File: config.mk
export PLATFORM = sky130hd
export DESIGN_NAME = multicycle_control
export DESIGN_NICKNAME = d
export VERILOG_FILES = /design/src/rtl/soin_mc_pkg.sv /design/src/rtl/mc_op_class.sv /design/src/rtl/multicycle_control.sv
export SDC_FILE = /design/constraint.sdc
export NUM_CORES = 1
export LEC_CHECK = 0
export ABC_AREA = 0
export CAP_MARGIN = 5
export CORE_MARGIN = 3
export CORE_UTILIZATION = 45
export CTS_BUF_LIST = sky130_fd_sc_hd__clkbuf_4 sky130_fd_sc_hd__clkbuf_8
export CTS_CLUSTER_SIZE = 12
export DETAILED_ROUTE_END_ITERATION = 12
export DONT_BUFFER_PORTS = 1
export PLACE_DENSITY = 0.68
export SLEW_MARGIN = 15
export SYNTH_ARGS = -nofsm -noshare
export SYNTH_HDL_FRONTEND = slang
export SYNTH_SLANG_ARGS = --single-unit
File: constraint.sdc
create_clock -name i_Clk -period 2.6 [get_ports i_Clk]
set_clock_uncertainty 0.1 [all_clocks]
set_input_delay 0.52 -clock i_Clk [delete_from_list [all_inputs] [get_ports i_Clk]]
set_output_delay 0.52 -clock i_Clk [all_outputs]
set_load 0.02 [all_outputs]
File: src/rtl/soin_mc_pkg.sv
// Shared types and encodings for the RV32I multi-cycle control unit.
// Optional trapping is enabled by defining SOIN_MC_TRAP_EN.
package soin_mc_pkg;

  typedef enum logic [2:0] {
    S_FETCH   = 3'd0,
    S_DECODE  = 3'd1,
    S_EXECUTE = 3'd2,
    S_MEM     = 3'd3,
    S_WB      = 3'd4,
    S_TRAP    = 3'd5
  } state_t;

  typedef enum logic [3:0] {
    C_R, C_I, C_LOAD, C_STORE, C_BRANCH, C_LUI, C_AUIPC, C_JAL, C_JALR, C_ILLEGAL
  } op_class_t;

  localparam logic [6:0] OP_R      = 7'b0110011;
  localparam logic [6:0] OP_I      = 7'b0010011;
  localparam logic [6:0] OP_LOAD   = 7'b0000011;
  localparam logic [6:0] OP_STORE  = 7'b0100011;
  localparam logic [6:0] OP_BRANCH = 7'b1100011;
  localparam logic [6:0] OP_LUI    = 7'b0110111;
  localparam logic [6:0] OP_AUIPC  = 7'b0010111;
  localparam logic [6:0] OP_JAL    = 7'b1101111;
  localparam logic [6:0] OP_JALR   = 7'b1100111;

  localparam logic [1:0] SRC1_RS1   = 2'b00;
  localparam logic [1:0] SRC1_PC    = 2'b01;
  localparam logic [1:0] SRC1_OLDPC = 2'b10;

  localparam logic [1:0] SRC2_RS2  = 2'b00;
  localparam logic [1:0] SRC2_FOUR = 2'b01;
  localparam logic [1:0] SRC2_IMM  = 2'b10;

  localparam logic [1:0] WB_ALU = 2'b00;
  localparam logic [1:0] WB_MEM = 2'b01;
  localparam logic [1:0] WB_PC  = 2'b10;

  localparam logic [1:0] CAUSE_NONE    = 2'b00;
  localparam logic [1:0] CAUSE_ILLEGAL = 2'b01;
  localparam logic [1:0] CAUSE_TIMEOUT = 2'b10;

  localparam logic [2:0] ALU_ADD   = 3'b000;
  localparam logic [2:0] ALU_CMP   = 3'b001;
  localparam logic [2:0] ALU_RTYPE = 3'b010;
  localparam logic [2:0] ALU_ITYPE = 3'b011;
  localparam logic [2:0] ALU_LUI   = 3'b100;
  localparam logic [2:0] ALU_AUIPC = 3'b101;

endpackage

File: src/rtl/mc_op_class.sv
// Combinational opcode-to-instruction-class decoder.
module mc_op_class
  import soin_mc_pkg::*;
(
  input  logic [6:0] op,
  output logic [3:0] op_class
);

  always_comb begin
    op_class = C_ILLEGAL;
    case (op)
      OP_R:      op_class = C_R;
      OP_I:      op_class = C_I;
      OP_LOAD:   op_class = C_LOAD;
      OP_STORE:  op_class = C_STORE;
      OP_BRANCH: op_class = C_BRANCH;
      OP_LUI:    op_class = C_LUI;
      OP_AUIPC:  op_class = C_AUIPC;
      OP_JAL:    op_class = C_JAL;
      OP_JALR:   op_class = C_JALR;
      default:   op_class = C_ILLEGAL;
    endcase
  end

endmodule

File: src/rtl/multicycle_control.sv
// Registered FETCH/DECODE/EXECUTE/MEM/WB control FSM for the RV32I multi-cycle datapath.
// Define SOIN_MC_TRAP_EN to trap on illegal opcodes and memory timeouts.
module multicycle_control
  import soin_mc_pkg::*;
#(
  parameter int MEM_TIMEOUT = 15,
  parameter int ALUOP_W     = 3
) (
  input  logic               i_Clk,
  input  logic               i_Rst,
  input  logic [6:0]         i_OPCode,
  input  logic               i_MemReady,
  output logic               o_PCWrite,
  output logic               o_PCWriteCond,
  output logic               o_PCSrc,
  output logic               o_IRWrite,
  output logic               o_IorD,
  output logic               o_MemRead,
  output logic               o_MemWrite,
  output logic [1:0]         o_WBSel,
  output logic [ALUOP_W-1:0] o_ALUOp,
  output logic [1:0]         o_ALUSrc1,
  output logic [1:0]         o_ALUSrc2,
  output logic               o_RegWrite,
  output logic               o_InstRet,
  output logic [2:0]         o_State,
  output logic               o_Trap,
  output logic [1:0]         o_TrapCause
);

  localparam int WCNT_W = (MEM_TIMEOUT < 2) ? 1 : $clog2(MEM_TIMEOUT + 1);

  state_t            state, state_nx;
  logic [6:0]        r_op;
  logic [3:0]        cls_op;
  logic [WCNT_W-1:0] wait_cnt;
  logic              waiting, timeout;

  logic       pc_write, pc_write_cond, pc_src, ir_write, iord;
  logic       mem_read, mem_write, reg_write, inst_ret;
  logic [1:0] wb_sel, alu_src1, alu_src2;
  logic [2:0] alu_op;

  // Execution-side decode follows the latched opcode, not the live IR field.
  mc_op_class u_cls_op (.op(r_op), .op_class(cls_op));

  assign waiting = (state == S_FETCH || state == S_MEM) && !i_MemReady;

`ifdef SOIN_MC_TRAP_EN
  logic [3:0] cls_dec;
  logic [1:0] cause_q, cause_nx;

  mc_op_class u_cls_dec (.op(i_OPCode), .op_class(cls_dec));

  // Trap on the wait cycle that would bring the count up to MEM_TIMEOUT.
  assign timeout = (MEM_TIMEOUT > 0) && waiting && (int'(wait_cnt) >= MEM_TIMEOUT - 1);

  always_ff @(posedge i_Clk) begin
    if (i_Rst)                                       cause_q <= CAUSE_NONE;
    else if (state != S_TRAP && state_nx == S_TRAP)  cause_q <= cause_nx;
  end

  assign o_Trap      = !i_Rst && (state == S_TRAP);
  assign o_TrapCause = (!i_Rst && state == S_TRAP) ? cause_q : CAUSE_NONE;
`else
  assign timeout     = 1'b0;
  assign o_Trap      = 1'b0;
  assign o_TrapCause = CAUSE_NONE;
`endif

  always_ff @(posedge i_Clk) begin
    if (i_Rst) begin
      state    <= S_FETCH;
      r_op     <= '0;
      wait_cnt <= '0;
    end else begin
      state <= state_nx;
      if (state == S_DECODE) r_op <= i_OPCode;
      if (state_nx != state)                 wait_cnt <= '0;
      else if (waiting && wait_cnt != '1)    wait_cnt <= wait_cnt + 1'b1;
    end
  end

  always_comb begin
    state_nx      = state;
    pc_write      = 1'b0;
    pc_write_cond = 1'b0;
    pc_src        = 1'b0;
    ir_write      = 1'b0;
    iord          = 1'b0;
    mem_read      = 1'b0;
    mem_write     = 1'b0;
    reg_write     = 1'b0;
    inst_ret      = 1'b0;
    wb_sel        = WB_ALU;
    alu_src1      = SRC1_RS1;
    alu_src2      = SRC2_RS2;
    alu_op        = ALU_ADD;
`ifdef SOIN_MC_TRAP_EN
    cause_nx      = CAUSE_NONE;
`endif
    case (state)
      S_FETCH: begin
        mem_read = 1'b1;
        alu_src1 = SRC1_PC;
        alu_src2 = SRC2_FOUR;
        if (i_MemReady) begin
          ir_write = 1'b1;
          pc_write = 1'b1;
          state_nx = S_DECODE;
        end else if (timeout) begin
          state_nx = S_TRAP;
`ifdef SOIN_MC_TRAP_EN
          cause_nx = CAUSE_TIMEOUT;
`endif
        end
      end
      S_DECODE: begin
        // Speculative branch/JAL target computed into ALUOut.
        alu_src1 = SRC1_OLDPC;
        alu_src2 = SRC2_IMM;
        state_nx = S_EXECUTE;
`ifdef SOIN_MC_TRAP_EN
        if (cls_dec == C_ILLEGAL) begin
          state_nx = S_TRAP;
          cause_nx = CAUSE_ILLEGAL;
        end
`endif
      end
      S_EXECUTE: begin
        state_nx = S_WB;
        case (cls_op)
          C_R:     alu_op = ALU_RTYPE;
          C_I:     begin alu_op = ALU_ITYPE; alu_src2 = SRC2_IMM; end
          C_LOAD, C_STORE: begin
            alu_src2 = SRC2_IMM;
            state_nx = S_MEM;
          end
          C_BRANCH: begin
            alu_op        = ALU_CMP;
            pc_write_cond = 1'b1;
            pc_src        = 1'b1;
            inst_ret      = 1'b1;
            state_nx      = S_FETCH;
          end
          C_LUI:   begin alu_op = ALU_LUI; alu_src2 = SRC2_IMM; end
          C_AUIPC: begin
            alu_op   = ALU_AUIPC;
            alu_src1 = SRC1_OLDPC;
            alu_src2 = SRC2_IMM;
          end
          C_JAL:   begin pc_write = 1'b1; pc_src = 1'b1; end
          C_JALR:  begin alu_src2 = SRC2_IMM; pc_write = 1'b1; end
          default: begin inst_ret = 1'b1; state_nx = S_FETCH; end
        endcase
      end
      S_MEM: begin
        iord = 1'b1;
        if (cls_op == C_LOAD) mem_read  = 1'b1;
        else                  mem_write = 1'b1;
        if (i_MemReady) begin
          if (cls_op == C_LOAD) state_nx = S_WB;
          else begin
            inst_ret = 1'b1;
            state_nx = S_FETCH;
          end
        end else if (timeout) begin
          state_nx = S_TRAP;
`ifdef SOIN_MC_TRAP_EN
          cause_nx = CAUSE_TIMEOUT;
`endif
        end
      end
      S_WB: begin
        reg_write = 1'b1;
        inst_ret  = 1'b1;
        state_nx  = S_FETCH;
        if (cls_op == C_LOAD)                       wb_sel = WB_MEM;
        else if (cls_op == C_JAL || cls_op == C_JALR) wb_sel = WB_PC;
      end
      S_TRAP:  state_nx = S_TRAP;
      default: state_nx = S_FETCH;
    endcase
  end

  // Reset forces every output low in the same cycle, including a pending memory request.
  assign o_PCWrite     = pc_write      & ~i_Rst;
  assign o_PCWriteCond = pc_write_cond & ~i_Rst;
  assign o_PCSrc       = pc_src        & ~i_Rst;
  assign o_IRWrite     = ir_write      & ~i_Rst;
  assign o_IorD        = iord          & ~i_Rst;
  assign o_MemRead     = mem_read      & ~i_Rst;
  assign o_MemWrite    = mem_write     & ~i_Rst;
  assign o_RegWrite    = reg_write     & ~i_Rst;
  assign o_InstRet     = inst_ret      & ~i_Rst;
  assign o_WBSel       = i_Rst ? 2'b00 : wb_sel;
  assign o_ALUSrc1     = i_Rst ? 2'b00 : alu_src1;
  assign o_ALUSrc2     = i_Rst ? 2'b00 : alu_src2;
  assign o_ALUOp       = i_Rst ? '0 : ALUOP_W'(alu_op);
  assign o_State       = i_Rst ? 3'd0 : state;

endmodule

==> Implementation_results.wiki <==
{| class="wikitable"
! Metric !! Value
|-
| Chip width || around 49 µm
|-
| Pins over their slew limit || 0
|-
| Most area-consuming cells after synthesis || sky130_fd_sc_hd__dfxtp_1 (24%), sky130_fd_sc_hd__a21oi_1 (8.6%), sky130_fd_sc_hd__o21ai_0 (6.7%)
|-
| Core area || about 0.0016 mm²
|-
| Yosys reg bits || 10
|-
| Critical path's top delay family || simple AND/OR/NAND/NOR gates
|-
| Total power || approximately 0.35 mW
|-
| Number of clock buffers inserted by TritonCTS || 3
|-
| Critical path capture point type || output port
|-
| Number of port buffers || 0
|-
| Number of DRC violations after detailed-routing iteration 0 || 17
|-
| Total number of yosys warnings || 0
|-
| Number of flops mapped to enable cells by yosys || 0
|-
| Buffer levels on the longest clock path || 2
|-
| Number of diodes added for antenna fixing || 0
|-
| Number of filler cells placed in the layout || 166
|-
| Number of endpoints failing setup at the final stage || 0
|-
| Number of global-route vias before repair || between 800 and 900
|-
| Count of endpoints failing hold in the final timing report || 0
|-
| Leakage || 0.335 nW
|-
| Area of placed instances || around 900 µm²
|-
| Synthesized area per cell || ~6.9 µm²
|-
| Period utilization || between 90 and 100%
|-
| TritonCTS clock tree || yes
|-
| Final sum of negative setup slack || 0 ns
|-
| Worst endpoint data arrival time || between 1.5 and 2 ns
|-
| Worst setup SP type || register
|-
| Row count || 14
|-
| Finished Cell Area || just over 900 µm²
|-
| Upper clock frequency limit || 400 MHz
|-
| Routed Antenna Nets || 0
|-
| Number of detailed-routing iterations run before antenna repair || 4
|-
| Path type of the worst setup path || reg2out
|-
| Share of layout cells above drive strength 1 || roughly a quarter
|-
| Buffers and inverters on the worst path || 0
|-
| Effective utilization at floorplan || between 50 and 60%
|-
| Largest net degree at the start of global routing || 19
|-
| Total global-route track usage || 18.3%
|-
| Routed WL || around 2.0 mm
|-
| Proportion of synthesized chip area in sequential cells || between 20 and 25%
|-
| Y dimension of the die || approximately 49 µm
|-
| Power per unit of standard cell area || 372 mW/mm²
|-
| Minimum clock period || about 2.5 ns
|-
| Final estimated routing congestion in global placement || 0.823
|-
| Placed Instances || roughly 150
|-
| Vias after detailed routing || about 830
|-
| Drt via density || 5.63
|-
| Depth of the CTS H-tree || 1
|-
| RSZ-0062 raised after global routing || false
|-
| Maximum cell stage delay along the critical path || just under 0.6 ns
|-
| Start point of the critical path || r_op[3]$_SDFFE_PP0N_
|-
| Clk Latency, worst-skew pair || 0.26 ns
|-
| Number of antenna violations at the first check in global routing || 0
|-
| Post-synthesis cell area || 818 µm²
|-
| Most used flip-flop cell after synthesis || sky130_fd_sc_hd__dfxtp_1
|-
| Largest area contributor in the netlist || sky130_fd_sc_hd__dfxtp_1
|-
| Final core utilization || between 50 and 60%
|-
| I/O Pins || 34
|-
| Cells along the critical path || or4_4, nor3_4, nand3_1, a21oi_4
|-
| Clock sinks || 10
|-
| Relative area change from synthesis to final layout || 13.9%
|-
| Highest-count cells in the layout ignoring fill and taps || sky130_fd_sc_hd__nand2_1 (13), sky130_fd_sc_hd__buf_4 (13), sky130_fd_sc_hd__a21oi_1 (12), sky130_fd_sc_hd__o21ai_0 (11), sky130_fd_sc_hd__dfxtp_1 (9)
|-
| Critical Path Fanout Max || 9
|-
| Total gr overflow || 0
|-
| Die footprint || 0.00237 mm²
|-
| Post-synthesis async set-or-reset flop share || 0%
|-
| Post-CTS repair timing setup buffer count || 0
|-
| Worst supply voltage drop on vdd || between 300 and 400 µV
|-
| Outcome || completed
|-
| Post-synthesis cell type count || 38
|-
| Yosys top cell area share || between 20% and 30%
|-
| Layout Nets || between 100 and 150
|-
| Average detailed-routed wire length per instance || 13.5 µm
|-
| Number of standard cells in the layout, taps in and fillers out || ~150
|-
| Path category of the worst min-delay check || in2reg
|-
| Min-Delay Startpoint || i_Rst
|-
| Half-perimeter wire length after detailed placement || about 1.5 mm
|-
| Post-synthesis instance total || ~120
|-
| Clock-pin slew of the registers on the worst-case setup and hold paths || approximately 0.060 ns
|-
| Global-route wire length before repair || between 3 and 4 mm
|-
| Post-CTS Hold Fix Bufs || 0
|-
| Slowest cell on crit path || sky130_fd_sc_hd__or4_4
|-
| DRC violations left || 0
|-
| Buffer type at the clock tree root || sky130_fd_sc_hd__clkbuf_4
|-
| Number of violations of the max-capacitance limit || 0
|-
| Data required, critical path || just under 2 ns
|-
| Launching point of the worst reg2reg path || r_op[3]$_SDFFE_PP0N_
|}
[state kept, by name, summed over array words and instances, names as in the netlist]
name / flops
r_op: 7
state: 3
[area by class of cell]
type,instances,area [µm²],area share [%]
clock buffer,3,22.5,2.42
sequential,10,201,21.6
multi-input combinational,94,566,60.7
tap,24,30.0,3.22
timing repair buffer,13,97.6,10.5
inverter,4,15.0,1.61
[power breakdown]
part	internal, mW	leakage (nW)	switching (mW)
clock network	0.0531	0.0138	0.0468
logic	0.0271	0.239	0.0490
registers	0.160	0.0820	0.0104
[cells in the mapped netlist (all sizes together), types with 3 or more instances]
cell type,number
inv,4
nand2b,3
nand3,4
buf,8
a21oi,14
nand2,13
nor3,7
clkbuf,5
nor2,8
o21ai,11
nor2b,5
dfxtp,10
[kinds of logic after synthesis]
kind of cell,after synthesis,share of synthesized area [%]
buf+inv,17,11.0
other cells,1,0.458
xor+xnor,1,1.07
simple gates,56,38.8
flops,10,24.5
mux,1,1.22
compound gates,33,22.9
[path summary, 6_finish.rpt]
kind                           end  slack, ns  cells after the start
max reg2reg  state[2]$_SDFFE_PP0P_       0.81                      4
max                      o_MemRead       0.10                      4
min           r_op[2]$_SDFFE_PP0N_       0.22                      1
min reg2reg   r_op[0]$_SDFFE_PP0N_       0.40                      2
[per-stage QoR]
| step | hold slack (ns) | setup WS (ns) |
|---|---|---|
| 3_3_place_gp | 0.375 | 0.283 |
| 6_report | 0.220 | 0.100 |
| 2_1_floorplan | 0.367 | 0.0715 |
| 3_5_place_dp | 0.384 | 0.254 |
| 5_1_grt | 0.202 | 0.0247 |
| 4_1_cts | 0.210 | 0.0348 |
[worst register-to-register path, stage by stage (launching register included)]
cell and delay [ns]:
sky130_fd_sc_hd__dfxtp_1 0.39, sky130_fd_sc_hd__or4_4 0.58, sky130_fd_sc_hd__nor3_4 0.22, sky130_fd_sc_hd__nand4b_1 0.14, sky130_fd_sc_hd__a311oi_1 0.27
[what timing repair did]
item	4_1_cts	5_1_grt
hold endpoints to repair	0	0
gates resized for setup	1	5
pin swaps	0	0
setup endpoints to repair	1	7
[layer usage]
metal	track usage, %	share of wire, %	routed length, µm
met1	23.6	46	926
met2	27.8	46	912
met3	3.99	5.9	117
met4	10.9	2.1	42
met5	0	0	0
(Power assumes the default switching activity.)
